### src/rtl/pipa_pulse_responder.sv
// One-axis PIPA responder: integrates ACCEL on PIPASW edges and answers PIPDAT edges
// with PIPAP/PIPAM pulses. Define PIPA_TERNARY_EN for the ternary (no-pulse dead band) loop.
module pipa_pulse_responder #(
    parameter int ACC_W   = 12,
    parameter int RES_W   = 20,
    parameter int QUANT   = 256,
    parameter int PULSE_W = 4
) (
    input  logic                    SIM_CLK,
    input  logic                    SIM_RST_n,
    input  logic                    PIPASW,
    input  logic                    PIPDAT,
    input  logic signed [ACC_W-1:0] ACCEL,
    input  logic                    CLRERR,
    output logic                    PIPAP,
    output logic                    PIPAM,
    output logic [15:0]             PCNT,
    output logic [15:0]             MCNT,
    output logic                    SEQERR,
    output logic                    SAT
);

    typedef enum logic [1:0] {
        IDLE,
        ARMED,
        PULSE
    } state_t;

    // Residual clamp is symmetric, so the most negative code is never produced.
    localparam logic signed [RES_W:0]   SUM_MAX    = {2'b00, {(RES_W-1){1'b1}}};
    localparam logic signed [RES_W:0]   SUM_MIN    = -SUM_MAX;
    localparam logic signed [RES_W-1:0] QUANT_R    = RES_W'(QUANT);
    localparam logic [3:0]              PULSE_LAST = 4'(PULSE_W - 1);
`ifdef PIPA_TERNARY_EN
    localparam logic signed [RES_W-1:0] HALF_Q     = RES_W'(QUANT / 2);
    localparam logic signed [RES_W-1:0] NEG_HALF_Q = -HALF_Q;
`endif

    state_t                  state;
    state_t                  state_next;
    logic                    sw_prev;
    logic                    dat_prev;
    logic                    sw_edge;
    logic                    dat_edge;
    logic signed [RES_W-1:0] residual;
    logic signed [RES_W-1:0] residual_next;
    logic signed [RES_W:0]   sum;
    logic                    sum_hi;
    logic                    sum_lo;
    logic signed [RES_W-1:0] acc_result;
    logic                    dec_plus;
    logic                    dec_minus;
    logic [3:0]              pulse_left;
    logic [3:0]              pulse_left_next;
    logic                    sw_pending;
    logic                    sw_pending_next;
    logic                    plus_next;
    logic                    minus_next;
    logic [15:0]             pcnt_next;
    logic [15:0]             mcnt_next;
    logic                    set_seq;
    logic                    set_sat;
    logic                    seqerr_next;
    logic                    sat_next;

    assign sw_edge  = PIPASW & ~sw_prev;
    assign dat_edge = PIPDAT & ~dat_prev;

    always_comb begin
        sum        = {residual[RES_W-1], residual} + (RES_W+1)'(ACCEL);
        sum_hi     = sum > SUM_MAX;
        sum_lo     = sum < SUM_MIN;
        acc_result = sum[RES_W-1:0];
        if (sum_hi) begin
            acc_result = SUM_MAX[RES_W-1:0];
        end else if (sum_lo) begin
            acc_result = SUM_MIN[RES_W-1:0];
        end
    end

    always_comb begin
`ifdef PIPA_TERNARY_EN
        dec_plus  = residual >= HALF_Q;
        dec_minus = residual <= NEG_HALF_Q;
`else
        dec_plus  = ~residual[RES_W-1];
        dec_minus = residual[RES_W-1];
`endif
    end

    always_comb begin
        state_next      = state;
        residual_next   = residual;
        pulse_left_next = pulse_left;
        sw_pending_next = sw_pending;
        plus_next       = PIPAP;
        minus_next      = PIPAM;
        pcnt_next       = PCNT;
        mcnt_next       = MCNT;
        set_seq         = sw_edge & dat_edge;
        set_sat         = sw_edge & (sum_hi | sum_lo);

        if (sw_edge) begin
            residual_next = acc_result;
        end

        unique case (state)
            IDLE: begin
                if (sw_edge) begin
                    state_next = ARMED;
                end else if (dat_edge) begin
                    set_seq = 1'b1;
                end
            end
            ARMED: begin
                if (dat_edge && !sw_edge) begin
                    state_next = IDLE;
                    if (dec_plus) begin
                        residual_next   = residual - QUANT_R;
                        plus_next       = 1'b1;
                        pcnt_next       = PCNT + 16'd1;
                        pulse_left_next = PULSE_LAST;
                        state_next      = PULSE;
                    end else if (dec_minus) begin
                        residual_next   = residual + QUANT_R;
                        minus_next      = 1'b1;
                        mcnt_next       = MCNT + 16'd1;
                        pulse_left_next = PULSE_LAST;
                        state_next      = PULSE;
                    end
                end
            end
            PULSE: begin
                if (sw_edge) begin
                    sw_pending_next = 1'b1;
                end
                if (dat_edge) begin
                    set_seq = 1'b1;
                end
                if (pulse_left == 4'd0) begin
                    plus_next       = 1'b0;
                    minus_next      = 1'b0;
                    sw_pending_next = 1'b0;
                    state_next      = (sw_pending || sw_edge) ? ARMED : IDLE;
                end else begin
                    pulse_left_next = pulse_left - 4'd1;
                end
            end
            default: begin
                state_next = IDLE;
            end
        endcase

        // A flag being set this cycle takes priority over the clear request.
        seqerr_next = set_seq | (SEQERR & ~CLRERR);
        sat_next    = set_sat | (SAT & ~CLRERR);
    end

    always_ff @(posedge SIM_CLK or negedge SIM_RST_n) begin
        if (!SIM_RST_n) begin
            state      <= IDLE;
            sw_prev    <= 1'b0;
            dat_prev   <= 1'b0;
            residual   <= '0;
            pulse_left <= 4'd0;
            sw_pending <= 1'b0;
            PIPAP      <= 1'b0;
            PIPAM      <= 1'b0;
            PCNT       <= 16'd0;
            MCNT       <= 16'd0;
            SEQERR     <= 1'b0;
            SAT        <= 1'b0;
        end else begin
            state      <= state_next;
            sw_prev    <= PIPASW;
            dat_prev   <= PIPDAT;
            residual   <= residual_next;
            pulse_left <= pulse_left_next;
            sw_pending <= sw_pending_next;
            PIPAP      <= plus_next;
            PIPAM      <= minus_next;
            PCNT       <= pcnt_next;
            MCNT       <= mcnt_next;
            SEQERR     <= seqerr_next;
            SAT        <= sat_next;
        end
    end

endmodule

### config.mk
export PLATFORM = sky130hd
export DESIGN_NAME = pipa_pulse_responder
export DESIGN_NICKNAME = d
export VERILOG_FILES = /design/src/rtl/pipa_pulse_responder.sv
export SDC_FILE = /design/constraint.sdc
export NUM_CORES = 1
export LEC_CHECK = 0
export BUFFER_PORTS_ARGS = -buffer_cell sky130_fd_sc_hd__buf_2
export CORE_ASPECT_RATIO = 0.5
export CORE_MARGIN = 1.5
export CORE_UTILIZATION = 60
export CTS_BUF_LIST = sky130_fd_sc_hd__clkbuf_8 sky130_fd_sc_hd__clkbuf_16
export DETAILED_ROUTE_END_ITERATION = 8
export GPL_ROUTABILITY_DRIVEN = 0
export PLACE_DENSITY_LB_ADDON = 0.05
export RECOVER_POWER = 25
export SYNTH_ARGS = -nofsm -noshare
export SYNTH_HDL_FRONTEND = slang
export SYNTH_SLANG_ARGS = --single-unit
### constraint.sdc
create_clock -name SIM_CLK -period 9.2 [get_ports SIM_CLK]
set_input_delay 0.46 -clock SIM_CLK [delete_from_list [all_inputs] [get_ports SIM_CLK]]
set_output_delay 0.46 -clock SIM_CLK [all_outputs]
set_load 0.1 [all_outputs]
==> flow_metrics.tcl, run 1 <==
set metrics [dict create \
    fmax_ghz 0.291 \
    clk_pin_slew_ns 0.05 \
    drv_slew 66 \
    ctsHtreeMaxLevel 3 \
    slew_headroom_pct -135 \
    report.final.setup_viol 0 \
    design_power_total_w 0.00196 \
    clock_sinks 65 \
    wirelength_um 10100 \
    crit_start "residual[0]$_DFFE_PN0P_" \
    cts_root_buf "clkbuf_16" \
    via_per_inst 5.89 \
    synth_flop_cell "dfrtp_1" \
    violations "capacitance limit, slew limit" \
    fin_crit_ns 3.44 \
    p_sw_w 0.000907 \
    worstPathRequired_ns 9.38 \
    postCtsSetupBuffers 0 \
    cts-buffers-inserted 9 \
    power.density_nw_per_um2 383 \
    drc_errors 0 \
    cap_viol_max_count 1 \
    start_util_pct 61.6 \
    first_iter_violations 197 \
    grt_util_all_layers_pct 27.1 \
    postSynthCellCount 480 \
    synth_cell_types 60 \
    ys_seq_elements 65 \
    drt-wirelength-per-cell_um 16.0 \
    grtUsageMet1_pct 39.5 \
    post_cts_resized 0 \
    antennaDiodeCount 0 \
    post-dp-hpwl_um 7180 \
    endpoint_kind "flop" \
    portBuffers 52 \
    grt_pass1_vias 3514 \
    hold_ws_ns 0.250 \
    pwr-share-comb_pct 59.4 \
    reg2reg_from "residual[0]$_DFFE_PN0P_" \
    grt-busiest-layer "met2" \
    drive_gt1_share_pct 15.8 \
    std_cell_rows 22 \
    ctsHoldBuffers 0 \
    design_area_um2 5130 \
    coreArea_um2 7270 \
    synthArstFlopShare_pct 100 \
    crit_fanout 15 \
    period_share_pct 37.4 \
    place_area_um2 4810 \
    tightest_slew_ns 3.53 \
    ys_seq_area_share_pct 36.4 \
    p_leak_nw 2.39 \
    rsz0062_at_grt "false" \
    outcome "complete, but fails checks" \
    cts_tree "built" \
    die_width_um 125 \
    grt_max_degree 66 \
    cp.arrival_ns 3.62 \
    use_met2_pct 40.8 \
    startpoint_type "flop" \
    finalHoldViolations 0 \
    num_vias 3735 \
    drt_first_pass_iters 5 \
    area_delta_synth_final_pct 14.6 \
    synth_edf_count 0 \
    num_io_pins 53 \
    pwr-share-seq_pct 21.8 \
    synth_nets 533 \
    yosysWarningCount 0 \
    grt.met3_usage_pct 6.70 \
    antenna_found_initial 0 \
    syn_avg_cell_area_um2 9.32 \
    ir_worst_vdd_mv 0.192 \
    die_h_um 64.1 \
    clk_latency_ns 0.33 \
    setup_tns_ns 0 \
    min_path_type "in -> reg" \
    clk_path_buf_depth 2 \
    grt_pass1_wl_um 17300 \
    ant_nets 0 \
    overflow 0 \
    p_int_w 0.00106 \
    final_nets 587 \
    clock_skew_ns 0.00770 \
    crit_type "reg -> reg" \
    die_area_um2 8020 \
    netlist_area_um2 4470 \
    p_clk_share_pct 18.7 \
    p_sw_share_pct 46.2 \
    min-delay-start "PIPDAT" \
]
## critical path, cell delays in order (launching register included)
cell	delay, ns
dfrtp_1	0.35
ha_1	0.17
inv_1	0.06
fa_1	0.40
nor2b_1	0.21
o211ai_1	0.19
a21oi_2	0.36
o21a_1	0.20
o211ai_1	0.10
nor4b_1	0.44
a41oi_1	0.23
nor2_4	0.41
o22ai_1	0.16
## path summary, 6_finish.rpt
check	cells past startpoint	endpoint	slack [ns]
hold / removal	1	dat_prev$_DFF_PN0_	0.25
setup / recovery	12	residual[11]$_DFF_PN0_	5.76
max in group asynchronous	2	residual[0]$_DFFE_PN0P_	5.79
setup reg to reg	12	residual[11]$_DFF_PN0_	5.76
hold reg to reg	1	PCNT[15]$_DFFE_PN0P_	0.46
min in group asynchronous	2	MCNT[8]$_DFFE_PN0P_	1.43
## placed cells by master (no fill, tap or decap), drive strengths merged, types with 11 or more instances in the layout
cell type  netlist  final
ha              34     34
o21ai           16     16
inv             14     14
clkbuf           6     12
nand2           42     42
nand3           18     18
xnor2           37     37
a21oi           30     30
a21o            11     11
dfrtp           65     65
nor2            50     50
xor2            18     18
o22ai           12     12
o211ai          14     14
buf              6     53
## area by class of cell
cell class,count,area [um2]
timing repair buffer,55,278
fill,594,2140
clock buffer,10,239
sequential,65,1630
multi-input combinational,389,2730
clock inverter,5,80.1
inverter,14,52.6
tap,96,120
## power groups by stage
stage / clock network [W] / registers, W / logic, W
after floorplan: 0 / 0.000535 / 0.000826
after global routing: 0.000387 / 0.000439 / 0.00128
after detailed placement: 0 / 0.000433 / 0.00114
after CTS: 0.000372 / 0.000429 / 0.00116
after global placement: 0 / 0.000430 / 0.00113
final: 0.000368 / 0.000429 / 0.00117
## synthesized netlist by cell type, types with 3 or more instances
library cell | count | area share (%)
nand3b_1 | 3 | 0.50
a21oi_1 | 29 | 3.2
xor2_1 | 18 | 3.5
and3_1 | 6 | 0.84
nor2_1 | 49 | 4.1
a211oi_1 | 3 | 0.50
nor2b_1 | 6 | 0.84
nor3_1 | 9 | 1.0
ha_1 | 34 | 9.5
nand2b_1 | 7 | 0.98
a211o_1 | 3 | 0.59
nand3_1 | 18 | 2.0
o211ai_1 | 13 | 2.2
clkbuf_1 | 6 | 0.50
a311oi_1 | 5 | 0.98
o22ai_1 | 12 | 1.7
a21o_1 | 11 | 1.8
nand4_1 | 7 | 0.98
a31oi_1 | 5 | 0.70
o21a_1 | 5 | 0.84
dfrtp_1 | 65 | 36
o211a_1 | 3 | 0.67
nand2_1 | 42 | 3.5
and2_1 | 7 | 0.98
and4_1 | 3 | 0.59
xnor2_1 | 37 | 7.2
buf_2 | 4 | 0.45
o21ai_0 | 14 | 1.6
inv_1 | 14 | 1.2
## state kept, by name, indices dropped and copies added (netlist names), 2 cells and up
register,cells
MCNT,16
state,2
PCNT,16
residual,20
pulse_left,4
## cells by family after synthesis
| logic type | count (synthesis) | share of synthesized area (%) |
|---|---|---|
| simple gates | 165 | 17.9 |
| compound gates | 129 | 21.0 |
| flops | 65 | 36.4 |
| xor+xnor | 55 | 10.8 |
| fa+ha+maj | 36 | 10.4 |
| buf+inv | 26 | 2.63 |
| mux | 4 | 0.951 |
## metrics by stage
| step | std cells | worst slack (ns) | util (%) |
|---|---|---|---|
| floorplan | 480 | 6.19 | - |
| global route | 634 | 4.94 | 70.6 |
| detailed placement | 619 | 5.64 | 66.3 |
| finish | 634 | 5.76 | 70.6 |
| global placement | 619 | 5.74 | 66.3 |
| CTS | 634 | 5.82 | 70.6 |
## layer usage
metal / up-vias / wire length, um
met1: 1769 / 5300
met5: - / 0
met2: 89 / 4300
met3: 6 / 485
met4: 0 / 59
li1: 1871 / -
Power figures use the tool's default switching activity.
==> run 2: changes to the inputs <==
--- a/config.mk
+++ b/config.mk
@@ -5,10 +5,11 @@
 export SDC_FILE = /design/constraint.sdc
 export NUM_CORES = 1
 export LEC_CHECK = 0
+export ABC_AREA = 1
 export BUFFER_PORTS_ARGS = -buffer_cell sky130_fd_sc_hd__buf_2
 export CORE_ASPECT_RATIO = 0.5
 export CORE_MARGIN = 1.5
-export CORE_UTILIZATION = 60
+export CORE_UTILIZATION = 54
 export CTS_BUF_LIST = sky130_fd_sc_hd__clkbuf_8 sky130_fd_sc_hd__clkbuf_16
 export DETAILED_ROUTE_END_ITERATION = 8
 export GPL_ROUTABILITY_DRIVEN = 0
==> constraint.sdc (replaced) <==
create_clock -name SIM_CLK -period 2.8 [get_ports SIM_CLK]
set_input_delay 0.14 -clock SIM_CLK [delete_from_list [all_inputs] [get_ports SIM_CLK]]
set_output_delay 0.14 -clock SIM_CLK [all_outputs]
set_load 0.1 [all_outputs]
==> run 2 against run 1 <==
Net effect: the flow still finishes with violations (capacitance limit, slew limit); area after synthesis up 11%; combinational power grew to 3.5 times the previous value; non-clock buffer count increased by 9; worst setup slack worse by 5.6 ns; die area increased by 22%; fmax increased by 32%; sequential share of layout area decreased by 3.6 points; register-to-register slack worse by 5.6 ns; global-route usage fell by 1.8 points; design area rose by 13%; highest routed layer unchanged.
==> flow_metrics.tcl, run 2 <==
set metrics [dict create \
    top_regs "residual: 20 flops, MCNT: 16 flops, PCNT: 16 flops" \
    p_sw_w 0.00339 \
    synth_flop_cell "dfrtp_1" \
    dp_slack_ns 0.0196 \
    final_nets 797 \
    largest_reg_flops 20 \
    slew_headroom_pct -9.14 \
    most-common-layout-cells "nand2_1 (186), inv_1 (99), dfrtp_1 (65)" \
    synth_top_cell_by_area "dfrtp_1" \
    synth_nets 728 \
    die_area_um2 9780 \
    regMostFlops "residual" \
    coreArea_um2 8800 \
    endpoint_kind "flop" \
    p_clk_share_pct 17.6 \
    report.final.setup_viol 0 \
    power.density_nw_per_um2 1150 \
    ir_worst_vdd_mv 0.650 \
    wirelength_um 11600 \
    synth_top_area_share_pct 32.9 \
    fin_crit_ns 2.60 \
    ctsHtreeMaxLevel 3 \
    cts_tree "built" \
    p_leak_nw 3.13 \
    drt-wirelength-per-cell_um 13.4 \
    antennaDiodeCount 0 \
    die_h_um 70.7 \
    drt_first_pass_iters 7 \
    p_sw_share_pct 51.1 \
    layout_commonest_cell "nand2_1" \
    num_vias 4482 \
    ys_seq_area_share_pct 32.9 \
    via_per_inst 5.18 \
    antenna_found_initial 0 \
    synthArstFlopShare_pct 100 \
    clk_path_buf_depth 2 \
    start_util_pct 56.2 \
    multi_input_area_um2 2960 \
    grt_max_degree 66 \
    ant_nets 0 \
    synth_cell_types 48 \
    place_inst 842 \
    clock_skew_ns 0.00965 \
    cp.arrival_ns 2.83 \
    cap_viol_max_count 1 \
    postSynthCellCount 675 \
    die_width_um 138 \
    drv_slew 66 \
    first_iter_violations 266 \
    num_io_pins 53 \
    std_cell_rows 24 \
    startpoint_type "flop" \
    setup_tns_ns 0 \
    pwr-share-comb_pct 61.8 \
    period_share_pct 92.8 \
    violations "capacitance limit, slew limit" \
    pwr-share-seq_pct 20.7 \
    crit_type "reg -> reg" \
    post-dp-hpwl_um 8670 \
    layout_setup_ws_ns 0.202 \
    fmax_ghz 0.385 \
    clk_latency_ns 0.34 \
    clock_sinks 65 \
    netlist_area_um2 4950 \
    worst_r2r_path_depth 21 \
    worstPathRequired_ns 3.03 \
    grt_pass1_wl_um 20000 \
    crit_fanout 9 \
    grt_pass1_vias 4295 \
    nFillCells 785 \
    overflow 0 \
    yosysMostFrequentCell "nand2_1" \
    synth_common_cells "nand2_1 (186), inv_1 (99), dfrtp_1 (65)" \
    ys_seq_elements 65 \
    drc_errors 0 \
    stdcell_count 866 \
    portBuffers 52 \
    min_path_type "in -> async" \
    synth_edf_count 0 \
    outcome "complete, but fails checks" \
    area_delta_synth_final_pct 17.0 \
    tightest_slew_ns 1.64 \
    rsz0062_at_grt "false" \
    regArea_um2 1630 \
    cts-buffers-inserted 9 \
    cts_root_buf "clkbuf_16" \
    synth_area_leaders "dfrtp_1 (33%), nand2_1 (14%), ha_1 (8.6%)" \
    grt_util_all_layers_pct 25.3 \
    drive_gt1_share_pct 19.2 \
    syn_avg_cell_area_um2 7.33 \
    clk_pin_slew_ns 0.06 \
    finalHoldViolations 0 \
    p_int_w 0.00325 \
    yosysWarningCount 0 \
]
-- run 2: changes by cell type in the layout (fill, tap and decap cells not counted), moves of 10 or more --
cell / change
o21ai_0: +12
o22ai_1: -11
nand2_2: +13
o211ai_1: -12
xnor2_1: -25
inv_1: +85
nand3_1: +22
a21o_1: -10
nand2_1: +144
-- run 2: final timing paths --
kind                                         start                       to  slack (ns)
min in group SIM_CLK                      ACCEL[0]  residual[0]$_DFFE_PN0P_        0.34
setup reg to reg           residual[0]$_DFFE_PN0P_   residual[15]$_DFF_PN0_        0.20
max in group asynchronous                SIM_RST_n     PCNT[13]$_DFFE_PN0P_        1.52
hold reg to reg               state[0]$_DFFE_PN0P_     state[0]$_DFFE_PN0P_        0.46
setup / recovery           residual[0]$_DFFE_PN0P_   residual[15]$_DFF_PN0_        0.20
hold / removal                           SIM_RST_n  residual[3]$_DFFE_PN0P_        0.29
-- run 2: area by class of cell --
type,count,share of cell area (%)
clock inverters,6,1.14
flip-flops and latches,65,28.1
well taps,117,2.53
clock buffers,10,4.13
repair buffers,64,6.31
multi-input cells,501,51.1
inverters,103,6.72
-- run 2: repair_timing --
action,4_1_cts,5_1_grt
hold endpoints to repair,3,0
cloned,0,1
setup buffers,0,4
setup endpoints to repair,1,20
hold buffers,3,0
resized for setup,1,15
pin swaps,0,2
-- run 2: through the flow --
stage,util (%),power (W),hold slack (ns),instance area [um2]
after global placement,60.7,0.00521,0.261,5340
after floorplan,-,0.00449,-0.156,4950
after global routing,65.8,0.00725,0.376,5790
after CTS,64.5,0.00645,0.0278,5680
final,65.8,0.00664,0.292,5790
after detailed placement,60.7,0.00524,0.265,5340
-- run 2: cell families after synthesis --
| family | share of synthesized area (%) |
|---|---|
| AO/OA/AOI/OAI | 9.20 |
| XOR/XNOR | 5.99 |
| adder cells (fa/ha/maj) | 9.41 |
| buffers and inverters | 8.90 |
| flip-flops | 32.9 |
| AND/OR/NAND/NOR | 33.6 |
-- run 2: metal layers --
| metal | vias up | GRT usage (%) | routed length [um] |
|---|---|---|---|
| met3 | 25 | 6.50 | 693 |
| met4 | 0 | 9.12 | 282 |
| li1 | 2303 | - | - |
| met5 | - | 0 | 0 |
| met1 | 2047 | 32.6 | 5580 |
| met2 | 107 | 41.7 | 5070 |
-- run 2: critical path: stages (launching register included) --
cell	delay [ns]
dfrtp_1	0.39
ha_4	0.18
inv_1	0.05
fa_2	0.37
inv_1	0.07
nand3_1	0.09
nand2_2	0.11
nand2_1	0.08
nand2_1	0.07
nand2_1	0.05
nand2_1	0.08
nand3_1	0.08
nor2_2	0.12
nand3_1	0.08
nor2_1	0.09
nand2_1	0.10
nand2_4	0.11
nand2_4	0.13
nand2_1	0.10
nand2_2	0.04
nand2_1	0.05
nand2_1	0.04
-- run 2: power groups by stage --
| stage | registers (W) | clock network, W | logic [W] |
|---|---|---|---|
| 2_1_floorplan | 0.00177 | 0 | 0.00272 |
| 3_3_place_gp | 0.00137 | 0 | 0.00384 |
| 3_5_place_dp | 0.00138 | 0 | 0.00386 |
| 4_1_cts | 0.00137 | 0.00118 | 0.00389 |
| 5_1_grt | 0.00141 | 0.00122 | 0.00461 |
| 6_report | 0.00137 | 0.00117 | 0.00411 |
